File: config.mk
export PLATFORM = sky130hd
export DESIGN_NAME = trap_ctrl
export DESIGN_NICKNAME = d
export VERILOG_FILES = /design/src/rtl/trap_ctrl.sv
export SDC_FILE = /design/constraint.sdc
export NUM_CORES = 1
export LEC_CHECK = 0
export CAP_MARGIN = 10
export CORE_AREA = 2 2 172 174
export CTS_BUF_LIST = sky130_fd_sc_hd__clkbuf_16
export CTS_CLUSTER_SIZE = 16
export DETAILED_ROUTE_END_ITERATION = 8
export DIE_AREA = 0 0 174 176
export GPL_ROUTABILITY_DRIVEN = 0
export SLEW_MARGIN = 25
export SYNTH_ARGS = -nofsm -noshare
export SYNTH_HDL_FRONTEND = slang
export SYNTH_SLANG_ARGS = --single-unit
File: constraint.sdc
create_clock -name clk_i -period 2.6 [get_ports clk_i]
set_input_delay 0.52 -clock clk_i [delete_from_list [all_inputs] [get_ports clk_i]]
set_output_delay 0.52 -clock clk_i [all_outputs]
set_load 0.03 [all_outputs]
File: src/rtl/trap_ctrl.sv
// Machine-mode trap/mret sequencer: on an exception or mret in ID it stalls the
// pipeline, writes the trap CSRs one per cycle, then issues a one-cycle PC redirect.
// Optional feature macro: TRAP_MTVAL_EN adds the mtval write (TVAL state + tval latch).
module trap_ctrl #(
  parameter int unsigned XLEN = 64
) (
  input  logic            clk_i,
  input  logic            rst_n_i,
  input  logic            instr_valid_i,
  input  logic            id_ilegl_instr_i,
  input  logic            id_ecall_i,
  input  logic            id_ebreak_i,
  input  logic            id_mret_i,
  input  logic [XLEN-1:0] pc_i,
  input  logic [31:0]     instr_i,
  input  logic [XLEN-1:0] csr_mtvec_i,
  input  logic [XLEN-1:0] csr_mepc_i,
  input  logic [XLEN-1:0] csr_mstatus_i,
  output logic            stall_o,
  output logic            flush_o,
  output logic            csr_we_o,
  output logic [11:0]     csr_waddr_o,
  output logic [XLEN-1:0] csr_wdata_o,
  output logic            redirect_valid_o,
  output logic [XLEN-1:0] redirect_pc_o,
  output logic            busy_o
);

  typedef enum logic [2:0] {
    StIdle,
    StEpc,
    StCause,
`ifdef TRAP_MTVAL_EN
    StTval,
`endif
    StStatus,
    StMretSt,
    StRedir
  } state_e;

  state_e          state_q, state_d;
  logic [XLEN-1:0] pc_q, pc_d;
  logic [3:0]      cause_q, cause_d;
  logic            mret_q, mret_d;
`ifdef TRAP_MTVAL_EN
  logic [XLEN-1:0] tval_q, tval_d;
`endif

  logic            trap_flag;
  logic            evt;
  logic            in_idle;
  logic            accept;
  logic [XLEN-1:0] mstatus_trap;
  logic [XLEN-1:0] mstatus_mret;

  assign trap_flag = id_ilegl_instr_i | id_ecall_i | id_ebreak_i;
  assign evt       = instr_valid_i & (trap_flag | id_mret_i);
  assign in_idle   = (state_q == StIdle);
  assign accept    = evt & in_idle;

  // Reset gating keeps stall/flush low while rst_n_i is asserted.
  assign flush_o = accept & rst_n_i;
  assign stall_o = (evt | ~in_idle) & rst_n_i;
  assign busy_o  = ~in_idle;

  // Sequence next-state and capture of the trapping instruction's context.
  always_comb begin
    state_d = state_q;
    pc_d    = pc_q;
    cause_d = cause_q;
    mret_d  = mret_q;
`ifdef TRAP_MTVAL_EN
    tval_d  = tval_q;
`endif
    unique case (state_q)
      StIdle: begin
        if (accept && trap_flag) begin
          state_d = StEpc;
          pc_d    = pc_i;
          mret_d  = 1'b0;
          // Priority illegal > ecall > ebreak.
          if (id_ilegl_instr_i)  cause_d = 4'd2;
          else if (id_ecall_i)   cause_d = 4'd11;
          else                   cause_d = 4'd3;
`ifdef TRAP_MTVAL_EN
          if (id_ilegl_instr_i)  tval_d = XLEN'(instr_i);
          else if (id_ecall_i)   tval_d = '0;
          else                   tval_d = pc_i;
`endif
        end else if (accept) begin
          state_d = StMretSt;
          mret_d  = 1'b1;
        end
      end
      StEpc:    state_d = StCause;
`ifdef TRAP_MTVAL_EN
      StCause:  state_d = StTval;
      StTval:   state_d = StStatus;
`else
      StCause:  state_d = StStatus;
`endif
      StStatus: state_d = StRedir;
      StMretSt: state_d = StRedir;
      StRedir:  state_d = StIdle;
      default:  state_d = StIdle;
    endcase
  end

  // State and context registers.
  always_ff @(posedge clk_i or negedge rst_n_i) begin
    if (!rst_n_i) begin
      state_q <= StIdle;
      pc_q    <= '0;
      cause_q <= '0;
      mret_q  <= 1'b0;
`ifdef TRAP_MTVAL_EN
      tval_q  <= '0;
`endif
    end else begin
      state_q <= state_d;
      pc_q    <= pc_d;
      cause_q <= cause_d;
      mret_q  <= mret_d;
`ifdef TRAP_MTVAL_EN
      tval_q  <= tval_d;
`endif
    end
  end

  // mstatus images for trap entry (MPIE<=MIE, MIE<=0) and mret (MIE<=MPIE, MPIE<=1).
  always_comb begin
    mstatus_trap        = csr_mstatus_i;
    mstatus_trap[7]     = csr_mstatus_i[3];
    mstatus_trap[3]     = 1'b0;
    mstatus_trap[12:11] = 2'b11;
    mstatus_mret        = csr_mstatus_i;
    mstatus_mret[3]     = csr_mstatus_i[7];
    mstatus_mret[7]     = 1'b1;
    mstatus_mret[12:11] = 2'b11;
  end

  // CSR write port and redirect decoded from the current state; zero when not valid.
  always_comb begin
    csr_we_o         = 1'b0;
    csr_waddr_o      = '0;
    csr_wdata_o      = '0;
    redirect_valid_o = 1'b0;
    redirect_pc_o    = '0;
    unique case (state_q)
      StEpc: begin
        csr_we_o    = 1'b1;
        csr_waddr_o = 12'h341;
        csr_wdata_o = {pc_q[XLEN-1:2], 2'b00};
      end
      StCause: begin
        csr_we_o    = 1'b1;
        csr_waddr_o = 12'h342;
        csr_wdata_o = XLEN'(cause_q);
      end
`ifdef TRAP_MTVAL_EN
      StTval: begin
        csr_we_o    = 1'b1;
        csr_waddr_o = 12'h343;
        csr_wdata_o = tval_q;
      end
`endif
      StStatus: begin
        csr_we_o    = 1'b1;
        csr_waddr_o = 12'h300;
        csr_wdata_o = mstatus_trap;
      end
      StMretSt: begin
        csr_we_o    = 1'b1;
        csr_waddr_o = 12'h300;
        csr_wdata_o = mstatus_mret;
      end
      StRedir: begin
        redirect_valid_o = 1'b1;
        // Vectored mtvec mode is treated as direct.
        redirect_pc_o    = mret_q ? csr_mepc_i : {csr_mtvec_i[XLEN-1:2], 2'b00};
      end
      default: ;
    endcase
  end

endmodule

# Yosys cells after proc, flatten, opt, wreduce, memory -nomap -nowiden
# Cells that the tools add are included.
# totals
elab_cells	39
input_bits	295
register_bits	72
output_inout_bits	145
# op_classes
bitwise	9
n_eq_ne	6
n_mux	13
n_reduce_logical	7
# op_table
operator	n
64-bit case mux with 4 select lines	1
64-bit two-way mux	2
10-bit case mux with 3 select lines	1
3-bit case mux with 4 select lines	1
4-bit two-way mux	2
3-bit by 2-bit == test with 1-bit output, second input constant	2
3-bit == test, second input constant	2
3-bit two-way mux	2
1-bit bitwise AND	4
1-bit two-way mux	4
1-bit bitwise OR	4
2-bit AND reduction	2
4-bit OR reduction	1
3-bit by 1-bit == test with 1-bit output, second input constant	1
3-bit zero test	1
3-bit by 1-bit inequality test with 1-bit output, second input constant	1
2-bit nonzero test	1
2-bit OR reduction	1
1-bit logical AND	1
1-bit inverter	1

# Longest topological paths before layout
# Gate-level depths: netlist of the first run.
# depth
ltp_word	8
ltp_mapped	6
ltp_nobuf	4

# Worst setup path after synthesis of the first run
# OpenSTA, ideal clock, no wires.
# synth_path
path_type	reg2out
start	register state_q[1]
end	output csr_wdata_o[0]
arrival_time_ps	1732
required_time_ps	2080
path_buffers	1
stages_incl_launch_ff	5
slack_ps	348
cell_sequence	dfrtp_1 > clkbuf_1 > nand2b_1 > nor2_1 > a22o_1
# synth_between
elab_chain_len	2
word_cells_on_any_way	5
classes_between	eq/ne: 4; mux: 1
# synth_rtl
item	line_no	rtl
start, declared	41	state_e state_q, state_d;
start signal, assigned	112	state_q <= StIdle;
start signal, assigned	120	state_q <= state_d;
3-bit == test (tied with other cells)	149	unique case (state_q)
64-bit case mux with 4 select lines (*)	149	
end, declared	23	output logic [XLEN-1:0] csr_wdata_o,
# Mark *: on every way between the ends. The rest lies on a longest branch, timed or not.

# Worst setup path in the final report of the first run
# layout_path
start	register state_q[2]
end	output csr_wdata_o[16]
# Same word-level chain as after synthesis.

==> results of run 1 <==
stage by stage:
stage / hold slack (ns) / setup slack [ns] / TNS (ns) / std cells
finish: 0.234 / 0.0860 / 0 / 1183
global route: 0.269 / -0.000639 / -0.000639 / 1183
CTS: 0.245 / 0.00687 / 0 / 1183
detailed placement: 0.462 / 0.162 / 0 / 1165
global placement: 0.455 / 0.181 / 0 / 1165
floorplan: 0.224 / 0.348 / 0 / 411
power groups by stage:
stage	Clock (mW)	Combinational (mW)	Sequential, mW
after floorplan	0	4.41	1.84
after global placement	0	6.60	2.03
after detailed placement	0	6.64	2.02
after CTS	1.39	6.64	2.03
after global routing	1.44	6.93	2.09
final	1.34	6.54	2.02
flip-flops by register name, summed over array words and instances (netlist names):
signal / cells
cause_q: 3
mret_q: 1
state_q: 3
pc_q: 62
worst paths after layout:
kind / endpoint / startpoint / cells after the start
setup / recovery: csr_wdata_o[16] / state_q[2]$_DFFE_PN0P_ / 6
setup reg to reg: pc_q[50]$_DFFE_PN0P_ / state_q[1]$_DFFE_PN0P_ / 5
hold reg to reg: cause_q[1]$_DFFE_PN0P_ / cause_q[1]$_DFFE_PN0P_ / 1
max in group asynchronous: mret_q$_DFFE_PN0P_ / rst_n_i / 2
min in group clk_i: cause_q[1]$_DFFE_PN0P_ / cause_q[1]$_DFFE_PN0P_ / 1
hold / removal: pc_q[29]$_DFFE_PN0P_ / rst_n_i / 2
layer usage:
layer  track usage [%]  wire, um  vias to the layer above
met2              22.7     10500                      196
li1                  -         -                     2237
met4              2.35       153                        2
met5                 0        13                        -
met1              15.0      8140                     2172
met3              3.73      1460                       13
placed cells by master (no fill, tap or decap), drive strengths merged, types with 2 or more instances in the layout:
cell type	instances
a21o	2
a21oi	5
a22o	61
and2	2
and3	3
buf	89
bufinv	2
clkbuf	9
clkdlybuf4s50	255
clkinv	5
conb	7
dfrtp	69
dlygate4sd2	63
dlymetal6s2s	10
inv	2
mux2	63
mux2i	62
nand2b	3
nor2	66
nor2b	2
o21ai	2
o22ai	2
or2	2
or3	2
xnor2	2
layout make-up:
type,count,area share [%]
tap,384,5.26
sequential,69,19.0
multi-input combinational,295,27.9
clock buffer,9,2.47
inverter,2,0.0822
timing repair buffer,417,44.3
clock inverter,7,0.987
kinds of logic (layout without fill, tap and decap cells):
kind of cell,after synthesis,in the layout
DFF,69,69
other,1,7
xor gates and xnor gates,2,2
buffers and inverters,47,435
muxes,125,125
AOI/OAI and AO/OA,76,76
and+or+nand+nor,85,85
timing repair:
item,in CTS,in global routing
pin swaps,1,0
resized for setup,65,12
endpoints found under the setup margin,119,58
gates cloned,1,0
setup buffers,1,0
Yosys cell counts:
cell / instances
nor4b_4: 1
buf_1: 5
nor2_1: 66
a22o_1: 61
buf_2: 4
nor2b_1: 1
or2_2: 2
buf_12: 3
conb_1: 1
or3_1: 1
mux2_4: 36
nor3_1: 1
inv_1: 2
o2bb2ai_1: 1
and2_4: 1
xnor2_1: 2
dfrtp_1: 69
a41o_1: 1
a21oi_1: 5
nand2_1: 1
o22ai_1: 2
o21ai_0: 2
nand2b_1: 3
a22oi_1: 1
buf_4: 11
o31ai_1: 1
a21o_1: 2
or3_4: 1
clkbuf_1: 13
buf_6: 8
and2_1: 1
nand3b_1: 1
nand3_1: 1
and3_1: 3
mux2i_1: 62
nor2b_4: 1
mux2_2: 27
buf_8: 1
==> impl_metrics.env, run 1 <==
export IMPL_outcome="finished clean"
export IMPL_pwr_share_clk_pct=13.5
export IMPL_synthAdderAreaFrac_pct=0
export IMPL_clock_latency_ns=0.34
export IMPL_grt_overflow_total=0
export IMPL_arrival_ns=1.99
export IMPL_synth_seq_area_share_pct=37.7
export IMPL_fin_nets=1089
export IMPL_clockRootBuffer="clkbuf_16"
export IMPL_leakagePower_nw=4.27
export IMPL_drive_gt1_share_pct=21.9
export IMPL_multi_input_area_sq_um=2550
export IMPL_row_count=62
export IMPL_die_h_um=176
export IMPL_avgSynthCellArea_sq_um=11.3
export IMPL_ys_ff_latch=69
export IMPL_regToRegSetupSlack_ns=0.68
export IMPL_maxSlewViolCount=0
export IMPL_grt_pass1_vias=4753
export IMPL_p_seq_share_pct=20.4
export IMPL_critPathSlowestCell="dfrtp_1"
export IMPL_final_core_util_pct=32.0
export IMPL_power_total_mw=9.90
export IMPL_vias=4620
export IMPL_htree_levels=3
export IMPL_path_cells="buf_6, nor2b_2, mux2_4, buf_16, a22o_1, buf_4"
export IMPL_critPathTopFamily="buffers and inverters"
export IMPL_grt_pass1_wl_um=29700
export IMPL_io_buffers=394
export IMPL_yosys_area_share_simple_pct=8.63
export IMPL_cts_sinks=69
export IMPL_swShare_pct=44.1
export IMPL_timing_final_crit_share_pct=96.7
export IMPL_synth_compound_area_share_pct=13.8
export IMPL_drtIter0Drc=135
export IMPL_crit_fanout=29
export IMPL_post_dp_cell_area_sq_um=8820
export IMPL_layout_area_seq_sq_um=1730
export IMPL_internal_power_mw=5.54
export IMPL_die_w_um=174
export IMPL_wl_per_cell_um=17.1
export IMPL_hold_class="input port to async pin"
export IMPL_critPathKind="flop to output pin"
export IMPL_cts_tree="done"
export IMPL_grt_max_degree=56
export IMPL_gr_usage_all_layers_pct=12.6
export IMPL_cp_required_ns=2.08
export IMPL_synth_xor_area_share_pct=0.382
export IMPL_critPathBufInv=3
export IMPL_ir_worst_vdd_uv=698
export IMPL_maxCapViolations=0
export IMPL_clock_path_buffers=2
export IMPL_worstMarginPinSlew_ns=0.595
export IMPL_clock_skew_ns=0.00704
export IMPL_synth_cell_types=38
export IMPL_end_kind="output pin"
export IMPL_pin_count=440
export IMPL_wirelength_um=20300
export IMPL_drc=0
export IMPL_first_pass_iters=4
export IMPL_fill_cells=3000
export IMPL_netlist_area_sq_um=4580
export IMPL_synth_top_family_by_area="multiplexers"
export IMPL_slowest_delay_ns=0.38
export IMPL_cts_hold_buffers=0
export IMPL_synthMuxAreaShare_pct=32.0
export IMPL_antenna_found_initial=1
export IMPL_synthTopCellsByArea="dfrtp_1 (38%), mux2i_1 (14%), mux2_4 (12%), a22o_1 (12%), mux2_2 (6.6%)"
export IMPL_p_switching_mw=4.36
export IMPL_yosysTopAreaCell="dfrtp_1"
export IMPL_hpwl_um=15900
export IMPL_initial_core_util_pct=16.1
export IMPL_maxSlewHeadroom_pct=60.4
export IMPL_postRouteAntennaNets=0
export IMPL_synth_top_area_share_pct=37.7
export IMPL_cts_inserted_buffers=9
export IMPL_critPathLaunchType="flop"
export IMPL_post_route_min_period_ns=2.51
export IMPL_core_area_sq_um=28500
export IMPL_path_clk_slew_ns=0.06
export IMPL_synthCells=405
export IMPL_avgViaCountPerCell=3.91
export IMPL_p_per_area_nw_per_um2=1080
export IMPL_dieArea_sq_um=30600
export IMPL_fmax_ghz=0.398
export IMPL_syn_to_final_growth_pct=99.2
export IMPL_antenna_cells=0
export IMPL_pwr_share_comb_pct=66.1
export IMPL_hold_violations=0
export IMPL_synth_warnings=0
export IMPL_fin_area_sq_um=9130
export IMPL_setup_viol=0
Power figures use the tool's default switching activity.
==> run 2, diff against run 1 <==
--- a/config.mk
+++ b/config.mk
@@ -5,7 +5,7 @@
 export SDC_FILE = /design/constraint.sdc
 export NUM_CORES = 1
 export LEC_CHECK = 0
-export CAP_MARGIN = 10
+export CAP_MARGIN = 30
 export CORE_AREA = 2 2 172 174
 export CTS_BUF_LIST = sky130_fd_sc_hd__clkbuf_16
 export CTS_CLUSTER_SIZE = 16
==> constraint.sdc (replaced) <==
create_clock -name clk_i -period 2.6 [get_ports clk_i]
set_input_delay 0.52 -clock clk_i [delete_from_list [all_inputs] [get_ports clk_i]]
set_output_delay 0.52 -clock clk_i [all_outputs]
set_load 0.01 [all_outputs]
==> impl_metrics.env, run 2 (synthesis results as in run 1) <==
export IMPL_clockRootBuffer="clkbuf_16"
export IMPL_clock_skew_ns=0.0110
export IMPL_row_count=62
export IMPL_dp_cells=1175
export IMPL_p_per_area_nw_per_um2=931
export IMPL_io_buffers=394
export IMPL_critPathSlowestCell="dfrtp_2"
export IMPL_syn_to_final_growth_pct=104
export IMPL_mostFrequentLayoutCell="clkdlybuf4s50_1"
export IMPL_first_pass_iters=4
export IMPL_leakagePower_nw=4.05
export IMPL_critPathKind="flop to output pin"
export IMPL_power_total_mw=8.69
export IMPL_wirelength_um=20500
export IMPL_outcome="finished clean"
export IMPL_end_kind="output pin"
export IMPL_critPathLaunchType="flop"
export IMPL_maxSlewHeadroom_pct=59.5
export IMPL_vias=4747
export IMPL_clock_path_buffers=2
export IMPL_worstMarginPinSlew_ns=0.608
export IMPL_arrival_ns=2.02
export IMPL_maxSlewViolCount=0
export IMPL_drtIter0Drc=103
export IMPL_grt_pass1_wl_um=30400
export IMPL_finalSetupTns_ns=0
export IMPL_cts_inserted_buffers=9
export IMPL_crit_fanout=30
export IMPL_cts_tree="done"
export IMPL_fmax_ghz=0.393
export IMPL_dieArea_sq_um=30600
export IMPL_drive_gt1_share_pct=18.1
export IMPL_rsz0062_at_grt="true"
export IMPL_pin_count=440
export IMPL_fin_cells=1194
export IMPL_die_h_um=176
export IMPL_antenna_cells=0
export IMPL_setup_viol=0
export IMPL_path_clk_slew_ns=0.06
export IMPL_post_route_min_period_ns=2.54
export IMPL_gr_usage_all_layers_pct=12.9
export IMPL_hold_violations=0
export IMPL_timing_final_crit_share_pct=97.8
export IMPL_drc=0
export IMPL_final_core_util_pct=32.7
export IMPL_fin_area_sq_um=9340
export IMPL_largest_register="pc_q"
export IMPL_maxCapViolations=0
export IMPL_wl_per_cell_um=17.1
export IMPL_die_w_um=174
export IMPL_hpwl_um=16400
export IMPL_largest_register_ffs=62
export IMPL_postRouteAntennaNets=0
export IMPL_cts_sinks=69
export IMPL_avgViaCountPerCell=3.98
export IMPL_post_dp_cell_area_sq_um=9020
export IMPL_grt_max_degree=47
export IMPL_fin_nets=1100
export IMPL_path_cells="nor2b_4, mux2_4, buf_4, buf_12, a22o_1, clkdlybuf4s15_1"
export IMPL_htree_levels=3
export IMPL_reg_top3="pc_q x62, cause_q x3, state_q x3"
export IMPL_clock_latency_ns=0.34
export IMPL_final_cell_mix="clkdlybuf4s50_1 (316), dfrtp_1 (65), nor2_1 (63), mux2i_1 (62), a22o_1 (61)"
export IMPL_slowest_delay_ns=0.45
export IMPL_grt_overflow_total=0
export IMPL_cp_required_ns=2.08
export IMPL_grt_pass1_vias=4951
export IMPL_ir_worst_vdd_uv=449
export IMPL_initial_core_util_pct=16.1
export IMPL_antenna_found_initial=1
export IMPL_core_area_sq_um=28500
export IMPL_hold_class="input port to async pin"
run 2: cell count changes in the layout (fill, tap and decap cells not counted), moves of 2 or more:
cell | previous run | this run
clkdlybuf4s50_1 | 255 | 316
dlygate4sd2_1 | 63 | 6
buf_4 | 77 | 25
clkdlybuf4s15_1 | 0 | 39
clkbuf_2 | 0 | 19
buf_12 | 10 | 7
dfrtp_1 | 68 | 65
dfrtp_2 | 0 | 3
dlymetal6s2s_1 | 10 | 13
buf_6 | 1 | 3
clkinv_4 | 2 | 0
nor2_1 | 65 | 63
run 2: per-layer routing:
metal	part of all wire (%)	global-route usage, %	wire length [um]
met1	40	15.0	8250
met2	51	23.0	10500
met3	7.1	4.01	1450
met4	1.1	2.98	225
met5	0.064	0	13
run 2: path summary, 6_finish.rpt:
| kind | startpoint | slack [ns] | depth (start not counted) | end |
|---|---|---|---|---|
| max | state_q[2]$_DFFE_PN0P_ | 0.06 | 6 | csr_wdata_o[50] |
| min | rst_n_i | 0.25 | 2 | pc_q[29]$_DFFE_PN0P_ |
| max reg2reg | state_q[1]$_DFFE_PN0P_ | 0.47 | 6 | pc_q[49]$_DFFE_PN0P_ |
| min reg2reg | cause_q[1]$_DFFE_PN0P_ | 0.47 | 1 | cause_q[1]$_DFFE_PN0P_ |
| max in group asynchronous | rst_n_i | 1.40 | 3 | state_q[1]$_DFFE_PN0P_ |
| min in group clk_i | cause_q[1]$_DFFE_PN0P_ | 0.47 | 1 | cause_q[1]$_DFFE_PN0P_ |
run 2: report_power, final:
| part | internal (mW) | total [mW] | switching, mW |
|---|---|---|---|
| Sequential | 1.63 | 2.04 | 0.408 |
| Combinational | 3.07 | 5.32 | 2.25 |
| Clock | 0.836 | 1.33 | 0.499 |
run 2: through the flow:
stage | hold WS, ns | setup WS [ns]
floorplan | 0.224 | 0.580
global placement | 0.455 | 0.0415
detailed placement | 0.463 | 0.0488
CTS | 0.261 | -0.185
global route | 0.278 | -0.0181
finish | 0.246 | 0.0571
run 2: final cells by class:
| cell class | count | area, sq um |
|---|---|---|
| Fill cell | 2950 | 19200 |
| Multi-Input combinational cell | 295 | 2580 |
| Clock inverter | 7 | 88.8 |
| Sequential cell | 69 | 1730 |
| Tap cell | 384 | 480 |
| Timing Repair Buffer | 428 | 4230 |
| Clock buffer | 9 | 225 |
| Inverter | 2 | 7.51 |
run 2: worst max-delay path, delay by kind of cell, from the launching register on:
family	cells	cell delay, ns
DFF	1	0.45
AOI/OAI and AO/OA	1	0.24
and+or+nand+nor	1	0.14
muxes	1	0.30
buffers and inverters	3	0.53
run 2: timing repair:
action	4_1_cts	5_1_grt
buffers inserted	0	3
endpoints found under the setup margin	130	43
gates resized for setup	72	97
hold buffers	0	0
cloned	0	0
==> run 3, diff against run 2 <==
--- a/config.mk
+++ b/config.mk
@@ -16,3 +16,4 @@
 export SYNTH_ARGS = -nofsm -noshare
 export SYNTH_HDL_FRONTEND = slang
 export SYNTH_SLANG_ARGS = --single-unit
+export TNS_END_PERCENT = 10
==> impl_metrics.env, run 3 (synthesis results as in run 1) <==
export IMPL_clock_latency_ns=0.34
export IMPL_critPathLaunchType="flop"
export IMPL_dp_cells=1175
export IMPL_arrival_ns=2.11
export IMPL_hold_class="input port to async pin"
export IMPL_syn_to_final_growth_pct=103
export IMPL_finalSetupTns_ns=-0.361
export IMPL_row_count=62
export IMPL_grt_overflow_total=0
export IMPL_post_dp_cell_area_sq_um=9020
export IMPL_antenna_cells=0
export IMPL_drc=0
export IMPL_failed_checks="setup timing"
export IMPL_die_w_um=174
export IMPL_cts_sinks=69
export IMPL_fill_cells=2972
export IMPL_crit_fanout=30
export IMPL_maxSlewViolCount=0
export IMPL_cts_inserted_buffers=9
export IMPL_die_h_um=176
export IMPL_cp_required_ns=2.08
export IMPL_grt_max_degree=47
export IMPL_rsz0062_at_grt="true"
export IMPL_power_total_mw=8.60
export IMPL_layout_area_seq_sq_um=1730
export IMPL_leakagePower_nw=4.13
export IMPL_worstMarginPinSlew_ns=0.608
export IMPL_wl_per_cell_um=17.1
export IMPL_setup_ws_ns=-0.0274
export IMPL_drtIter0Drc=111
export IMPL_fin_nets=1099
export IMPL_pin_count=440
export IMPL_wirelength_um=20400
export IMPL_antenna_found_initial=1
export IMPL_critPathKind="flop to output pin"
export IMPL_p_per_area_nw_per_um2=924
export IMPL_largest_register="pc_q"
export IMPL_maxSlewHeadroom_pct=59.5
export IMPL_clockRootBuffer="clkbuf_16"
export IMPL_fin_area_sq_um=9310
export IMPL_drive_gt1_share_pct=16.7
export IMPL_cts_tree="done"
export IMPL_final_cell_mix="clkdlybuf4s50_1 (318), dfrtp_1 (65), nor2_1 (63), mux2i_1 (62), a22o_1 (61)"
export IMPL_clock_path_buffers=2
export IMPL_timing_final_crit_share_pct=101
export IMPL_initial_core_util_pct=16.1
export IMPL_fmax_ghz=0.381
export IMPL_hold_violations=0
export IMPL_ir_worst_vdd_uv=444
export IMPL_setup_viol=31
export IMPL_core_area_sq_um=28500
export IMPL_vias=4713
export IMPL_outcome="finished with violations"
export IMPL_grt_pass1_wl_um=30400
export IMPL_mostFrequentLayoutCell="clkdlybuf4s50_1"
export IMPL_maxCapViolations=0
export IMPL_hpwl_um=16400
export IMPL_clock_skew_ns=0.0111
export IMPL_avgViaCountPerCell=3.95
export IMPL_end_kind="output pin"
export IMPL_hold_slack_ns=0.245
export IMPL_multi_input_area_sq_um=2570
export IMPL_io_buffers=394
export IMPL_post_route_min_period_ns=2.63
export IMPL_dieArea_sq_um=30600
export IMPL_postRouteAntennaNets=0
export IMPL_reg_top3="pc_q x62, cause_q x3, state_q x3"
export IMPL_first_pass_iters=5
export IMPL_fin_cells=1193
export IMPL_gr_usage_all_layers_pct=12.9
export IMPL_path_clk_slew_ns=0.06
export IMPL_grt_pass1_vias=4935
export IMPL_largest_register_ffs=62
export IMPL_htree_levels=3
run 3: cell count changes in the layout (fill, tap and decap cells not counted), sizes merged:
cell / previous run / this run
buf: 35 / 34
clkbuf: 28 / 18
clkdlybuf4s15: 39 / 2
clkdlybuf4s50: 316 / 318
dlygate4sd2: 6 / 53
dlymetal6s2s: 13 / 11
run 3: area by class of cell:
cell class,instances,share of cell area (%)
multi-input cells,295,27.6
clock buffers,9,2.42
repair buffers,427,45.2
flip-flops and latches,69,18.6
inverters,2,0.0806
well taps,384,5.16
clock inverters,7,0.954
run 3: worst paths after layout:
check                                        from                endpoint  slack [ns]  cells past startpoint
max                        state_q[2]$_DFFE_PN0P_         csr_wdata_o[54]       -0.03                      6
min                                       rst_n_i    pc_q[29]$_DFFE_PN0P_        0.25                      2
max reg2reg                state_q[1]$_DFFE_PN0P_    pc_q[49]$_DFFE_PN0P_        0.47                      6
min reg2reg                cause_q[1]$_DFFE_PN0P_  cause_q[1]$_DFFE_PN0P_        0.47                      1
max in group asynchronous                 rst_n_i  state_q[1]$_DFFE_PN0P_        1.41                      3
min in group clk_i         cause_q[1]$_DFFE_PN0P_  cause_q[1]$_DFFE_PN0P_        0.47                      1
run 3: worst max-delay path: stages, from the launching register on:
cell,delay (ns)
dfrtp_2,0.45
nor2b_1,0.16
mux2_4,0.31
buf_4,0.15
buf_12,0.15
a22o_1,0.24
dlygate4sd2_1,0.28
run 3: what timing repair did:
action | in CTS | in global routing
hold buffers | 0 | 0
buffers inserted | 0 | 2
gates resized for setup | 71 | 37
endpoints found under the setup margin | 130 | 44
run 3: power breakdown:
part	switching, mW	internal (mW)	total [mW]
sequential	0.404	1.63	2.03
clock	0.496	0.835	1.33
combinational	2.23	3.01	5.24
run 3: metal layers:
layer | vias to the layer above | track usage, % | part of all wire (%)
li1 | 2254 | - | -
met1 | 2232 | 15.1 | 40
met2 | 208 | 23.0 | 51
met3 | 17 | 4.01 | 7.1
met4 | 2 | 2.98 | 1.3
met5 | - | 0 | 0.064
run 3: stage by stage:
stage	setup WS, ns	util (%)
floorplan	0.580	-
global placement	0.0415	31.6
detailed placement	0.0488	31.6
CTS	-0.185	32.5
global route	-0.0959	32.6
finish	-0.0274	32.6
